`src/rtl/sram_arbiter_pkg.sv`:
```
`default_nettype none
// ============================================================================
//  Module      : sram_arbiter_pkg
//  Description : Shared constants for the two-port SRAM controller. It holds
//                the FSM state codes, the default strobe length and the
//                byte-lane to chip mapping that the board top level reuses.
//  Revision    : 1.0 - initial release
// ============================================================================
package sram_arbiter_pkg;

    // Access sequencer state codes
    localparam logic [2:0] c_ST_IDLE   = 3'd0;
    localparam logic [2:0] c_ST_SETUP  = 3'd1;
    localparam logic [2:0] c_ST_STROBE = 3'd2;
    localparam logic [2:0] c_ST_HOLD   = 3'd3;
    localparam logic [2:0] c_ST_ACK    = 3'd4;

    // Default strobe phase length in clocks (legal 1..15)
    localparam int c_WAIT_CYCLES_DEF = 2;

    // Byte-lane to chip mapping of sram_bsel_o
    localparam int c_BSEL_SRAM1_HI = 3;  // SRAM1[15:8]
    localparam int c_BSEL_SRAM1_LO = 2;  // SRAM1[7:0]
    localparam int c_BSEL_SRAM0_HI = 1;  // SRAM0[15:8]
    localparam int c_BSEL_SRAM0_LO = 0;  // SRAM0[7:0]

endpackage
`default_nettype wire

```
`src/rtl/sram_arbiter_rr_arb2.sv`:
```
`default_nettype none
// ============================================================================
//  Module      : sram_rr_arb2
//  Description : Two-way round-robin grant logic. Purely combinational; the
//                parent owns and updates the last-granted pointer.
//  Revision    : 1.0 - initial release
// ============================================================================
module sram_rr_arb2 (
    input  logic [1:0] i_req,
    input  logic       i_last,
    input  logic       i_en,
    output logic [1:0] o_gnt
);

    // A tie goes to the master that was not granted last
    always_comb begin
        o_gnt = 2'b00;
        if (i_en) begin
            if (i_req == 2'b11) begin
                o_gnt = i_last ? 2'b01 : 2'b10;
            end else begin
                o_gnt = i_req;
            end
        end
    end

endmodule
`default_nettype wire

```
`src/rtl/sram_arbiter.sv`:
```
`default_nettype none
// ============================================================================
//  Module      : sram_arbiter
//  Description : Two-master Wishbone-classic controller for the 32-bit async
//                SRAM. Round-robin arbitration, then a setup / strobe / hold
//                sequence per access, with every output registered.
//  Revision    : 1.0 - initial release
// ============================================================================
module sram_arbiter
    import sram_arbiter_pkg::*;
#(
    parameter int ADDR_W      = 18,
    parameter int WAIT_CYCLES = c_WAIT_CYCLES_DEF
) (
    input  logic              clk_50mhz,
    input  logic              reset,
    input  logic              m0_cyc_i,
    input  logic              m0_stb_i,
    input  logic              m0_we_i,
    input  logic [ADDR_W-1:0] m0_adr_i,
    input  logic [3:0]        m0_sel_i,
    input  logic [31:0]       m0_dat_i,
    output logic [31:0]       m0_dat_o,
    output logic              m0_ack_o,
    input  logic              m1_cyc_i,
    input  logic              m1_stb_i,
    input  logic              m1_we_i,
    input  logic [ADDR_W-1:0] m1_adr_i,
    input  logic [3:0]        m1_sel_i,
    input  logic [31:0]       m1_dat_i,
    output logic [31:0]       m1_dat_o,
    output logic              m1_ack_o,
    output logic [ADDR_W-1:0] sram_addr_o,
    output logic [31:0]       sram_dat_o,
    input  logic [31:0]       sram_dat_i,
    output logic [3:0]        sram_bsel_o,
    output logic              sram_cs_o,
    output logic              sram_oe_o,
    output logic              sram_we_o
);

    localparam logic [3:0] c_CNT_LOAD = 4'(WAIT_CYCLES - 1);

    logic [2:0]        r_state;
    logic [2:0]        w_next;
    logic              r_last;     // 1: m1 was granted last
    logic              r_gsel;     // 1: m1 owns the current access
    logic              r_alive;    // owner kept cyc up since grant
    logic              r_we_l;
    logic [3:0]        r_cnt;
    logic [ADDR_W-1:0] r_addr;
    logic [3:0]        r_sel;
    logic [31:0]       r_wdat;
    logic [31:0]       r_rd_q;
    logic              r_cs;
    logic              r_oe;
    logic              r_we;
    logic              r_ack0;
    logic              r_ack1;
    logic [1:0]        w_gnt;
    logic              w_grant;
    logic              w_gcyc;
    logic              w_to_ack;

    sram_rr_arb2 u_arb (
        .i_req  ({m1_cyc_i & m1_stb_i, m0_cyc_i & m0_stb_i}),
        .i_last (r_last),
        .i_en   (r_state == c_ST_IDLE),
        .o_gnt  (w_gnt)
    );

    assign w_grant  = |w_gnt;
    assign w_gcyc   = r_gsel ? m1_cyc_i : m0_cyc_i;
    assign w_to_ack = (r_state == c_ST_HOLD);

    // Next-state decode of the access sequencer
    always_comb begin
        w_next = r_state;
        case (r_state)
            c_ST_IDLE:   if (w_grant) w_next = c_ST_SETUP;
            c_ST_SETUP:  w_next = c_ST_STROBE;
            c_ST_STROBE: if (r_cnt == 4'd0) w_next = c_ST_HOLD;
            c_ST_HOLD:   w_next = c_ST_ACK;
            c_ST_ACK:    w_next = c_ST_IDLE;
            default:     w_next = c_ST_IDLE;
        endcase
    end

    // State, latched request, counter and registered pin/ack outputs
    always_ff @(posedge clk_50mhz) begin
        if (!reset) begin
            r_state <= c_ST_IDLE;
            r_last  <= 1'b1;
            r_gsel  <= 1'b0;
            r_alive <= 1'b0;
            r_we_l  <= 1'b0;
            r_cnt   <= 4'd0;
            r_addr  <= '0;
            r_sel   <= 4'd0;
            r_wdat  <= 32'd0;
            r_rd_q  <= 32'd0;
            r_cs    <= 1'b0;
            r_oe    <= 1'b0;
            r_we    <= 1'b0;
            r_ack0  <= 1'b0;
            r_ack1  <= 1'b0;
        end else begin
            r_state <= w_next;
            if (w_grant) begin
                r_gsel  <= w_gnt[1];
                r_alive <= 1'b1;
                r_we_l  <= w_gnt[1] ? m1_we_i  : m0_we_i;
                r_addr  <= w_gnt[1] ? m1_adr_i : m0_adr_i;
                r_sel   <= w_gnt[1] ? m1_sel_i : m0_sel_i;
                r_wdat  <= w_gnt[1] ? m1_dat_i : m0_dat_i;
            end else if (!w_gcyc) begin
                // a dropped cyc suppresses the ack but never aborts the cycle
                r_alive <= 1'b0;
            end
            if (r_state == c_ST_SETUP) begin
                r_cnt <= c_CNT_LOAD;
            end else if (r_state == c_ST_STROBE && r_cnt != 4'd0) begin
                r_cnt <= r_cnt - 4'd1;
            end
            if (r_state == c_ST_STROBE && r_cnt == 4'd0 && !r_we_l) begin
                r_rd_q <= sram_dat_i;
            end
            if (w_to_ack) begin
                r_last <= r_gsel;
            end
            r_cs   <= (w_next == c_ST_SETUP) || (w_next == c_ST_STROBE) || (w_next == c_ST_HOLD);
            r_oe   <= (w_next == c_ST_STROBE) && !r_we_l;
            r_we   <= (w_next == c_ST_STROBE) && r_we_l;
            r_ack0 <= w_to_ack && !r_gsel && r_alive && m0_cyc_i;
            r_ack1 <= w_to_ack &&  r_gsel && r_alive && m1_cyc_i;
        end
    end

    assign sram_addr_o = r_addr;
    assign sram_dat_o  = r_wdat;
    assign sram_bsel_o = r_sel;
    assign sram_cs_o   = r_cs;
    assign sram_oe_o   = r_oe;
    assign sram_we_o   = r_we;
    assign m0_ack_o    = r_ack0;
    assign m1_ack_o    = r_ack1;
    assign m0_dat_o    = r_rd_q;
    assign m1_dat_o    = r_rd_q;

endmodule
`default_nettype wire

```
`config.mk`:
```
export PLATFORM = sky130hd
export DESIGN_NAME = sram_arbiter
export DESIGN_NICKNAME = d
export VERILOG_FILES = /design/src/rtl/sram_arbiter_pkg.sv /design/src/rtl/sram_arbiter_rr_arb2.sv /design/src/rtl/sram_arbiter.sv
export SDC_FILE = /design/constraint.sdc
export NUM_CORES = 1
export LEC_CHECK = 0
export BUFFER_PORTS_ARGS = -buffer_cell sky130_fd_sc_hd__buf_2
export CAP_MARGIN = 20
export CORE_UTILIZATION = 35
export CTS_CLUSTER_DIAMETER = 30
export DETAILED_ROUTE_END_ITERATION = 10
export PLACE_DENSITY_LB_ADDON = 0.25
export SYNTH_ARGS = -nofsm -noshare
export SYNTH_HDL_FRONTEND = slang
export SYNTH_SLANG_ARGS = --single-unit
```
`constraint.sdc`:
```
create_clock -name clk_50mhz -period 5.3 [get_ports clk_50mhz]
set_clock_uncertainty 0.2 [all_clocks]
set_input_delay 0.53 -clock clk_50mhz [delete_from_list [all_inputs] [get_ports clk_50mhz]]
set_output_delay 0.53 -clock clk_50mhz [all_outputs]
set_load 0.005 [all_outputs]
```
==> impl_results.md, run 1 <==
- FILL cells: approximately 1500
- Post-Syn Nets: 799
- Synth warnings: 0
- Post-synth top area cell: dfxtp_1
- Vias: 5943
- CTS root buf: clkbuf_16
- CP startpoint kind: register
- Die Width: about 130 um
- DRT iter0 DRCs: between 300 and 400
- Postcts setup bufs: 0
- Clock transition at the registers of the reported paths: 70 ps
- Maxcap violations: 0
- PwrDens: ~360 nW/um^2
- Number of synthesized register bits: ~100
- H-tree Lvls: 3
- Fin. max-slew vios: 0
- Layout cells sized above 1: between 30% and 40%
- RSZ-0062 raised after global routing: no
- Actual slew at the worst max-slew pin: between 1000 and 1500 ps
- Clk Latency, worst-skew pair: approximately 350 ps
- Synthesis-to-layout area growth: 26.87%
- Mean post-synth cell area: 8.323 um^2
- Max-slew headroom: around 28%
- Starting Density: between 30% and 40%
- # rows: 45
- Critical Path AT: between 2000 and 3000 ps
- Area taken by multi-input logic gates: around 2800 um^2
- DR DRC count: 0
- Clock tree sinks: a little over 100
- Share of the synthesized area in the top cell type: 37.74%
- Initial antenna violation count: 1
- Via density: a little under 6
- Hold WC Path Type: in2reg
- Area contributors post-synth: dfxtp_1, o31ai_1, a311oi_1
- DPL Wire Length: 11.69 mm
- Register area share after synthesis: ~38%
- IO buf count: 270
- CTS max path bufs: 2
- Cts bufs inserted: 9
- Gate count after technology mapping: 650
- Antenna Nets Post-Route: 0
- CTS tree: done
- Fmax achieved: between 0.3 and 0.4 GHz
- Hold slack: 240.8 ps
- Leakage: approximately 3.1 nW
- Largest net degree at the start of global routing: 62
- First-pass DRT Iterations: 5
- Die Height: 126.3 um
- WS Path Type: reg2reg
- Maximum vdd drop: ~0.16 mV
- Overflow after GRT: 0
- Final setup viols: 0
- Final hold vios: 0
- Gates resized, CTS repair: 0
- GP Congestion: about 0.76
- WL final: approximately 18 mm
- Die Footprint: 15960 um^2
- ANT cells: 0
- Total Nets Final: 969
- Outcome: complete, no violations
- Worst EP required: about 5300 ps
- Total Neg Setup Slack: 0 ps
- Area of the mapped netlist: ~5400 um^2
- Final core utilization: a little under half
- Vias in the first global route: about 5400
- Core Footprint: 15150 um^2
- FF/Latch Area: ~2000 um^2
- WL per Instance: between 15 and 20 um
- Netlist cell types: 38
- Top Ports: between 200 and 300
- Crit path max fanout: 58
- First-pass GRT wire length: ~29 mm
- Total GRT Usage: between 20% and 30%
- Final Cycle Share: a little under three fifths
- CP endpoint kind: register
- Post-route minimum period: between 2000 and 3000 ps
- Hold_buf cts: 0
-- report_power, final --
group / total [mW] / switching [mW] / internal [mW]
clock network: 0.680 / 0.290 / 0.390
registers: 0.949 / 0.0748 / 0.874
logic: 0.808 / 0.513 / 0.295
-- cells by family after synthesis --
logic type               synth area share [%]
AO/OA/AOI/OAI                           31.36
XOR/XNOR                               0.1619
adder cells (fa/ha/maj)                0.2312
buffers and inverters                   11.84
flip-flops                              37.74
multiplexers                           0.3931
AND/OR/NAND/NOR                         18.27
-- final timing paths --
check / start / endpoint / slack (ps) / cells after the start
worst max register to register: r_state[0]$_SDFF_PN0_ / sram_addr_o[4]$_SDFFE_PN0P_ / 2330 / 5
worst max-delay path: r_state[0]$_SDFF_PN0_ / sram_addr_o[4]$_SDFFE_PN0P_ / 2330 / 5
worst min register to register: r_alive$_SDFFE_PN0P_ / r_alive$_SDFFE_PN0P_ / 260 / 2
worst min-delay path: sram_dat_i[31] / m0_dat_o[31]$_SDFFE_PN0P_ / 240 / 3
-- placed cells by master, fill, tap and decap left out, types with 2 or more instances in the layout --
master / count
o221a_2: 5
o31a_1: 6
clkbuf_16: 9
o21ai_0: 4
o211ai_1: 5
clkinv_2: 3
nor4b_1: 2
nand2b_1: 2
or4_1: 2
a311oi_1: 51
inv_1: 5
o31ai_1: 82
nand2_1: 6
and3_1: 50
or3b_2: 2
buf_2: 270
or3_1: 2
buf_12: 2
clkbuf_8: 2
dfxtp_1: 102
nand4_1: 32
a21oi_1: 89
buf_4: 11
nand3_1: 57
-- final cells by class --
type / instances / share of cell area, %
repair buffers: 284 / 21.87
multi-input cells: 417 / 40.23
inverters: 6 / 0.3281
clock inverters: 4 / 0.6562
clock buffers: 12 / 3.737
flip-flops and latches: 102 / 29.75
well taps: 188 / 3.427
-- metal layers --
layer,part of all wire [%],track usage [%],routed length (um),up-vias
li1,-,-,-,2836
met1,43,29.14,7917,2785
met2,47,36.72,8631,297
met3,7.4,5.356,1358,23
met4,2.0,7.158,359,2
met5,0.071,0,13,-
-- critical path: stages (launching register included) --
cell and delay, ps:
dfxtp_1 430, or3_2 490, buf_4 330, nor2_4 700, buf_4 470, a311oi_1 150
-- registers in the layout, indices dropped and copies added (netlist names) --
name / cells
r_alive: 1
m1_ack_o: 1
sram_cs_o: 1
r_gsel: 1
r_state: 3
r_last: 1
sram_addr_o: 18
sram_we_o: 1
r_we_l: 1
sram_dat_o: 32
sram_bsel_o: 4
sram_oe_o: 1
r_cnt: 4
m0_dat_o: 32
m0_ack_o: 1
-- synthesized netlist by cell type (all sizes together) --
library cell and count:
nand4 32, o221a 5, o21ai 4, nor2 2, buf 53, a22o 1, a31oi 1, mux2 1
inv 6, clkbuf 72, or4 2, o31ai 82, ha 1, mux2i 1, xor2 1, nor3 1
and2 1, a311oi 51, a21oi 89, nand3 58, o211ai 5, and3b 1, or3 3, nand2b 2
dfxtp 102, and3 51, nor4b 2, o31a 6, nand2 7, a22oi 1, or3b 3, nor3b 3
-- through the flow --
step / setup slack (ps) / total power, mW / instance area (um^2) / instances
3_3_place_gp: 2177 / 1.764 / 6495 / 994
2_1_floorplan: 3375 / 1.490 / 5410 / 650
5_1_grt: 2212 / 2.579 / 6864 / 1013
4_1_cts: 2381 / 2.455 / 6817 / 1011
6_report: 2329 / 2.437 / 6864 / 1013
3_5_place_dp: 2095 / 1.768 / 6515 / 995
No activity file was read; power rests on OpenSTA's default activity.
==> run 2, diff against run 1 <==
==> constraint.sdc (replaced) <==
create_clock -name clk_50mhz -period 3 [get_ports clk_50mhz]
set_clock_uncertainty 0.2 [all_clocks]
set_input_delay 0.3 -clock clk_50mhz [delete_from_list [all_inputs] [get_ports clk_50mhz]]
set_output_delay 0.3 -clock clk_50mhz [all_outputs]
set_load 0.005 [all_outputs]
==> run 2 against run 1 <==
Sequential share of layout area fell by 0.36 points. Combinational power rose by 78%. Die area did not move. Cell count rose by 0.79%. Core utilization rose by 0.55 points. Power rose by 83%. Critical path depth fell by 1. Largest power group unchanged. Global-route usage fell by 0.29 points. Worst setup slack got worse by 1700 ps. Design area rose by 1.2%.
==> impl_results.md, run 2 (synthesis results as in run 1) <==
- IO buf count: 270
- Max stage delay on crit path: 770 ps
- Crit path max fanout: 26
- Clk Latency, worst-skew pair: ~340 ps
- Clock power share: around 30%
- Area after DPL: approximately 6600 um^2
- Total Neg Setup Slack: 0 ps
- Vias in the first global route: between 5000 and 6000
- Hold Path Stages: 3
- WS Path Type: reg2reg
- Hold WC Path Type: in2reg
- Clock transition at the registers of the reported paths: roughly 70 ps
- DR DRC count: 0
- Total GRT Usage: roughly 22%
- GP Congestion: a little over 0.8
- Overflow after GRT: 0
- Initial antenna violation count: 1
- Slowest-stage cell, CP: or3_2
- Synthesis-to-layout area growth: 28.42%
- Final Cycle Share: 77.39%
- Leakage: roughly 3.1 nW
- Area taken by multi-input logic gates: around 2800 um^2
- Die Width: 126.3 um
- Switching Share: 35.04%
- Crit path buf inv count: 1
- Seq pwr share: between 30% and 40%
- R2r startpoint: r_state[0]$_SDFF_PN0_
- CTS max path bufs: 2
- Worst reg2reg setup slack: approximately 680 ps
- Maxcap violations: 0
- Die Height: 126.3 um
- CP startpoint kind: register
- Commonest non-fill, non-tap cell in the layout: buf_2
- First-pass DRT Iterations: 5
- Via density: 5.748
- First-pass GRT wire length: ~28 mm
- Most frequent cells in the layout: buf_2, dfxtp_1, a21oi_1
- Post-route minimum period: 2322 ps
- Final hold vios: 0
- Crit. Startpoint: r_state[0]$_SDFF_PN0_
- DPL Wire Length: approximately 12 mm
- RR Endpoint: sram_addr_o[0]$_SDFFE_PN0P_
- Worst EP required: between 3000 and 4000 ps
- WL per Instance: around 18 um
- CTS tree: done
- Vias: ~5900
- WL final: between 15 and 20 mm
- Actual slew at the worst max-slew pin: ~970 ps
- FF/Latch Area: roughly 2000 um^2
- Max-slew headroom: 35.07%
- CP endpoint kind: register
- Starting Density: a little over a third
- ANT cells: 0
- Clock tree sinks: 102
- Antenna Nets Post-Route: 0
- Critical path, cell by cell: or3_2 -> buf_4 -> o31a_1 -> o221a_2
- PwrDens: 640.2 nW/um^2
- Final instance count without filler cells: 1021
- Maximum vdd drop: 0.3495 mV
- Fmax achieved: between 0.4 and 0.5 GHz
- # rows: 45
- Cts bufs inserted: 9
- Hold Startpoint: sram_dat_i[26]
- Combinational Power Share: approximately a third
- H-tree Lvls: 3
- Die Footprint: between 15000 and 20000 um^2
- Core Footprint: ~15000 um^2
- FILL cells: 1536
- CTS root buf: clkbuf_16
- P_sw: about 1.6 mW
- Cells after DPL: ~1000
- Critical Path AT: approximately 2400 ps
- Total Nets Final: between 900 and 1000
- Hold EP: m0_dat_o[26]$_SDFFE_PN0P_
- Postcts setup bufs: 0
- Final setup viols: 0
- Delay-heaviest family, CP: simple AND/OR/NAND/NOR gates
- Internal Power: 2.889 mW
- Register-to-Register Path Depth: 4
- Final instance area: 6948 um^2
- Top Ports: 271
- RSZ-0062 raised after global routing: no
- Largest net degree at the start of global routing: 56
- Layout cells sized above 1: between 30% and 40%
- Fin. max-slew vios: 0
- DRT iter0 DRCs: 390
- Outcome: complete, no violations
run 2: metal layers:
metal	global-route usage (%)	up-vias	wire length, um
met3	5.356	28	1366
met2	36.33	273	8497
met1	27.99	2715	7742
li1	-	2851	-
met5	0	-	13
met4	8.859	2	386
run 2: timing repair:
item                                   4_1_cts  5_1_grt
endpoints found under the hold margin        1        0
hold buffers                                 1        0
resized for setup                            0        0
run 2: final cells by class:
class                      instances  share of cell area [%]
multi-input combinational        417                   39.74
inverter                           6                  0.3241
sequential                       102                   29.39
clock buffer                      12                   3.836
clock inverter                     4                   1.099
tap                              188                   3.386
timing repair buffer             292                   22.22
run 2: metrics by stage:
| step | setup slack (ps) | hold WS [ps] | util, % | total power [mW] |
|---|---|---|---|---|
| 2_1_floorplan | 1075 | 236.6 | - | 2.633 |
| 3_3_place_gp | 701.9 | 249.7 | 43.54 | 3.138 |
| 3_5_place_dp | 675.5 | 257.6 | 43.54 | 3.135 |
| 4_1_cts | 677.4 | 7.878 | 45.87 | 4.485 |
| 5_1_grt | 594.7 | 21.35 | 45.87 | 4.708 |
| 6_report | 678.3 | 18.33 | 45.87 | 4.448 |
run 2: power groups by stage:
stage	clock, mW	combinational, mW	sequential [mW]
final	1.34	1.44	1.67
after global routing	1.43	1.59	1.69
after CTS	1.38	1.44	1.67
after detailed placement	0	1.44	1.70
after global placement	0	1.44	1.70
after floorplan	0	0.949	1.68
run 2: worst max-delay path by stage:
stage | cells after the start | to | slack (ps)
6_report | 4 | sram_addr_o[0]$_SDFFE_PN0P_ | 680
5_1_grt | 4 | sram_dat_o[27]$_SDFFE_PN0P_ | 590
4_1_cts | 4 | sram_addr_o[0]$_SDFFE_PN0P_ | 680
3_5_place_dp | 4 | sram_addr_o[9]$_SDFFE_PN0P_ | 680
3_3_place_gp | 4 | sram_addr_o[9]$_SDFFE_PN0P_ | 700
2_1_floorplan | 7 | m0_dat_o[13]$_SDFFE_PN0P_ | 1070
run 2: worst min-delay path, delay by kind of cell:
kind	cells	cell delay, ps
buffers and inverters	1	90
and+or+nand+nor	1	70
AOI/OAI and AO/OA	1	60
